`src/rtl/lot_pkg.sv`:
```
// Shared types and default sizing for the parking-lot entry gate controller.
package lot_pkg;

    typedef enum logic [1:0] {
        IDLE    = 2'd0,
        OPEN    = 2'd1,
        DENY    = 2'd2,
        LOCKOUT = 2'd3
    } gate_state_t;

    localparam int DEF_CAPACITY     = 16;
    localparam int DEF_CNT_W        = 5;
    localparam int DEF_OPEN_TIMEOUT = 1000;
    localparam int DEF_TMR_W        = 32;

endpackage

```
`src/rtl/occ_counter.sv`:
```
// Saturating occupancy counter: clamps at 0 and CAPACITY, simultaneous inc/dec cancel.
module occ_counter
    import lot_pkg::*;
#(
    parameter int CAPACITY = DEF_CAPACITY,
    parameter int CNT_W    = DEF_CNT_W
) (
    input  logic             clk,
    input  logic             reset,
    input  logic             inc,
    input  logic             dec,
    output logic [CNT_W-1:0] count,
    output logic             full
);

    localparam logic [CNT_W-1:0] CAP = CNT_W'(CAPACITY);

    always_ff @(posedge clk) begin
        if (reset) begin
            count <= '0;
        end else if (inc && !dec && (count != CAP)) begin
            count <= count + 1'b1;
        end else if (dec && !inc && (count != '0)) begin
            count <= count - 1'b1;
        end
    end

    assign full = (count == CAP);

endmodule

```
`src/rtl/lot_gate_ctrl.sv`:
```
// Entry-gate controller: tracks occupancy and sequences the gate through
// open / deny / timeout-lockout for cars waiting at the outer sensor.
module lot_gate_ctrl
    import lot_pkg::*;
#(
    parameter int CAPACITY     = DEF_CAPACITY,
    parameter int CNT_W        = DEF_CNT_W,
    parameter int OPEN_TIMEOUT = DEF_OPEN_TIMEOUT,
    parameter int TMR_W        = DEF_TMR_W
) (
    input  logic             clk,
    input  logic             reset,
    input  logic             car_waiting,
    input  logic             enter_pulse,
    input  logic             exit_pulse,
    output logic             gate_open,
    output logic             deny,
    output logic             full,
    output logic             timeout_evt,
    output logic [CNT_W-1:0] count
);

    localparam logic [TMR_W-1:0] TMR_LAST = TMR_W'(OPEN_TIMEOUT - 1);

    gate_state_t      state;
    gate_state_t      next_state;
    logic [TMR_W-1:0] timer;
    logic             timeout_hit;

    occ_counter #(
        .CAPACITY (CAPACITY),
        .CNT_W    (CNT_W)
    ) u_occ (
        .clk   (clk),
        .reset (reset),
        .inc   (enter_pulse),
        .dec   (exit_pulse),
        .count (count),
        .full  (full)
    );

    always_ff @(posedge clk) begin
        if (reset) begin
            state       <= IDLE;
            timeout_evt <= 1'b0;
        end else begin
            state       <= next_state;
            timeout_evt <= timeout_hit;
        end
    end

    // Timer only runs while the gate stays open, so every fresh OPEN starts from 0.
    always_ff @(posedge clk) begin
        if (reset || (state != OPEN) || (next_state != OPEN)) begin
            timer <= '0;
        end else begin
            timer <= timer + 1'b1;
        end
    end

    always_comb begin
        next_state  = state;
        timeout_hit = 1'b0;
        case (state)
            IDLE: begin
                if (car_waiting) begin
                    next_state = full ? DENY : OPEN;
                end
            end
            OPEN: begin
                // A completed entry beats a timeout landing on the same cycle.
                if (enter_pulse) begin
                    next_state = IDLE;
                end else if (timer == TMR_LAST) begin
                    next_state  = LOCKOUT;
                    timeout_hit = 1'b1;
                end
            end
            DENY: begin
                if (!car_waiting) begin
                    next_state = IDLE;
                end else if (!full) begin
                    next_state = OPEN;
                end
            end
            LOCKOUT: begin
                if (!car_waiting) begin
                    next_state = IDLE;
                end
            end
            default: next_state = IDLE;
        endcase
    end

    assign gate_open = (state == OPEN);
    assign deny      = (state == DENY);

endmodule

```
`config.mk`:
```
export PLATFORM = sky130hd
export DESIGN_NAME = lot_gate_ctrl
export DESIGN_NICKNAME = d
export VERILOG_FILES = /design/src/rtl/lot_pkg.sv /design/src/rtl/occ_counter.sv /design/src/rtl/lot_gate_ctrl.sv
export SDC_FILE = /design/constraint.sdc
export NUM_CORES = 1
export LEC_CHECK = 0
export ABC_AREA = 1
export CAP_MARGIN = 20
export CORE_ASPECT_RATIO = 0.9
export CORE_MARGIN = 3
export CORE_UTILIZATION = 59
export DETAILED_ROUTE_END_ITERATION = 12
export MAX_ROUTING_LAYER = met4
export PLACE_DENSITY = 0.85
export SETUP_SLACK_MARGIN = 0.3
export SLEW_MARGIN = 5
export SYNTH_ARGS = -nofsm -noshare
export SYNTH_HDL_FRONTEND = slang
export SYNTH_HIERARCHICAL = 1
export SYNTH_SLANG_ARGS = --single-unit
```
`constraint.sdc`:
```
create_clock -name clk -period 2.3 [get_ports clk]
set_clock_uncertainty 0.2 [all_clocks]
set_input_delay 0.46 -clock clk [delete_from_list [all_inputs] [get_ports clk]]
set_output_delay 0.46 -clock clk [all_outputs]
set_load 0.03 [all_outputs]
```
==> flow_metrics.py <==
metrics = {
    "cts": {
        "tritoncts.num_buffers": 5,
        "ctsHtreeMaxLevel": 2,
        "hold_buffers": 0,
        "cts_tree": "built",
        "clk_latency_ns": 0.30,
        "ctsRootBufferMaster": "clkbuf_8",
        "clk_pin_slew_ns": 0.08,
        "max-clock-path-buffers": 2,
        "cts.sinks": 40,
    },
    "synthesis": {
        "largest_cells_by_area_after_synthesis": "dfxtp_1 32%, nand2_1 15%, nor2_1 14%",
        "synth.most_common_cell": "nand2_1",
        "syn-mean-instance-area_sq_um": 6.71,
        "synth_top_family_by_area": "simple AND/OR/NAND/NOR gates",
        "synth_top_cell_area_share": 0.323,
        "synth_compound_area_frac": 0.0227,
        "synth_top_cells_by_count": "98 x nand2_1, 90 x nor2_1, 40 x dfxtp_1",
        "synth.lib_cells_used.distinct": 28,
        "synth_flop_cell": "dfxtp_1",
        "synth_enable_flop_cells": 0,
        "synth-async-reset-ratio": 0,
        "synth_area_sq_um": 2480,
        "synth_largest_area_cell": "dfxtp_1",
        "syn_nets": 380,
        "post_synth_inst_count": 369,
        "ys.warnings.count": 6,
        "seq_area_frac_synth": 0.323,
        "synth.ff_latch_count": 40,
        "synth_xor_xnor_area_share": 0.0707,
        "synth_simple_gate_area_frac": 0.474,
        "yosys-mux-area-fraction": 0,
        "yosys.area_share.adder": 0.0333,
    },
    "sta": {
        "shortest_clock_period_the_worst_path_allows_after_layout_ns": 2.04,
        "timing.fmax_mhz": 489,
        "grt_setup_unrepaired": "yes",
        "tightest_slew_ns": 0.359,
        "max-slew-margin-rel": 0.759,
        "final-max-slew-violation-count": 0,
        "finalCritPeriodShare": 0.889,
        "final-setup-viol-count": 0,
        "postLayoutSetupSlackWorst_ns": 0.256,
        "hold_viol": 0,
    },
    "worst_setup_path": {
        "worst_path_max_delay_cell": "ha_1",
        "critPathRequiredTime_ns": 2.30,
        "setup.worst_path.end_class": "flop",
        "critical-path-max-stage-delay_ns": 0.30,
        "crit_family": "simple AND/OR/NAND/NOR gates",
        "crit_path_cell_trace": "dlygate4sd2_1 > nor2_4 > nand2_4 > buf_4 > ha_1 > nand2_1 > nor2_4 > nor2_1 > nand3_1 > nand3_2 > nand2_2 > nand2_2 > nor2_2",
        "critPathArrivalTime_ns": 2.04,
        "critPathMaxFanout": 4,
        "timing.setup.critical_path_class": "input port to flop",
        "path_buf_inv": 2,
        "critical_path.startpoint_type": "input port",
    },
    "detailed_routing": {
        "count_of_vias_placed_by_the_detailed_router": 2321,
        "detail_route.first_pass.iterations": 5,
        "drt_drc_violations_left": 0,
        "postRouteWirelength_mm": 5.79,
        "detail_route.wl_per_cell_um": 13.1,
        "ant_nets": 0,
        "detail_route.vias_per_cell": 5.24,
        "drt-initial-drc-count": 267,
    },
    "global_routing": {
        "maximum_number_of_pins_on_one_net_before_global_route_repair": 33,
        "initial_antenna_violation_count": 0,
        "globalRoute.totalOverflow": 0,
        "grtUsageTotal": 0.246,
        "grt_pass1_vias": 2019,
        "grt_first_pass_wirelength_mm": 9.06,
    },
    "floorplanning": {
        "initial_core_util": 0.637,
        "core_area_sq_um": 3890,
        "dieArea_sq_um": 5010,
        "pin_count": 14,
        "die_width_um": 74.3,
        "std_cell_rows": 21,
        "fp.dieH_um": 67.5,
    },
    "finish": {
        "multi_input_comb_area_sq_um": 1540,
        "drive_above_1_share": 0.169,
        "nFillCells": 320,
        "antenna_cells": 0,
        "synthToLayoutAreaGrowth_pct": 16.3,
        "fin_nets": 407,
        "post-route-cell-area_sq_um": 2880,
        "seqCellArea_sq_um": 810,
    },
    "power": {
        "ir_worst_vdd_mv": 0.440,
        "cellPowerDensity_nw_per_um2": 585,
        "p_leak_nw": 1.16,
    },
    "placed_design": {
        "buffer_ports.inserted": 13,
        "placed_area_sq_um": 2690,
        "dpl_worst_slack_ns": -0.217,
        "gp_congestion": 0.966,
        "detailedPlacementHpwl_mm": 4.17,
    },
    "run_status": {
        "outcome": "complete, no violations",
    },
    "hold_path": {
        "hold_crit_class": "flop to flop",
    },
    "flow_run": {
        "max_cap_violations": 0,
    },
}
metal layers:
layer,part of all wire,routed length (um),global-route usage,vias up
li1,-,-,-,1182
met1,0.47,2700,0.347,1039
met2,0.43,2500,0.346,88
met3,0.085,490,0.0536,12
met4,0.017,98,0.0800,0
met5,0,0,-,-
registers in the layout (all words and copies together), names as in the netlist:
| register | flops |
|---|---|
| state | 2 |
| timer | 32 |
| u_occ/count | 5 |
| timeout_evt | 1 |
metrics by stage:
stage	utilization	std cells	power, W	setup TNS [ns]	hold slack, ns
after floorplan	-	369	0.000964	0	0.256
after global placement	0.691	430	0.00105	-0.0929	0.274
after detailed placement	0.691	430	0.00107	-0.217	0.281
after CTS	0.727	441	0.00164	0	0.289
after global routing	0.741	443	0.00175	0	0.334
final	0.741	443	0.00169	0	0.305
placed cells by master (no fill, tap or decap), drive strengths merged, types with 6 or more instances in the layout:
cell	instances
inv	40
nand3b	10
clkbuf	6
xor2	12
xnor2	8
buf	10
nand2	108
dlygate4sd2	7
nor2	105
nand3	13
dfxtp	40
logic make-up (layout without fill, tap and decap cells):
| kind of cell | after synthesis | in the layout |
|---|---|---|
| AOI/OAI and AO/OA | 11 | 11 |
| xor gates and xnor gates | 20 | 20 |
| adders and majority gates | 6 | 6 |
| buffers and inverters | 44 | 72 |
| DFF | 40 | 40 |
| and+or+nand+nor | 248 | 248 |
final cells by class:
| type | count | area share |
|---|---|---|
| tap | 46 | 0.0200 |
| clock buffer | 5 | 0.0239 |
| clock inverter | 3 | 0.0148 |
| multi-input combinational | 285 | 0.534 |
| timing repair buffer | 23 | 0.0725 |
| inverter | 41 | 0.0534 |
| sequential | 40 | 0.281 |
power breakdown:
group / switching, W / internal (W)
clock: 0.000254 / 0.000321
combinational: 0.000209 / 0.000149
sequential: 0.0000349 / 0.000717
total: 0.000498 / 0.00119
worst paths after layout:
kind              slack (ns)                        start  cells past startpoint                     endpoint
setup / recovery        0.26                   exit_pulse                     13  u_occ/count[4]$_SDFFE_PP0P_
hold / removal          0.30          timer[0]$_SDFF_PP0_                      1          timer[0]$_SDFF_PP0_
setup reg to reg        0.27  u_occ/count[3]$_SDFFE_PP0P_                     13  u_occ/count[4]$_SDFFE_PP0P_
hold reg to reg         0.30          timer[0]$_SDFF_PP0_                      1          timer[0]$_SDFF_PP0_
repair_timing:
action,in CTS,in global routing
endpoints found under the hold margin,0,0
pin swaps,3,7
endpoints found under the setup margin,7,36
setup buffers,3,2
gates resized for setup,12,14
Note: power is estimated with default switching activity, not from simulation.
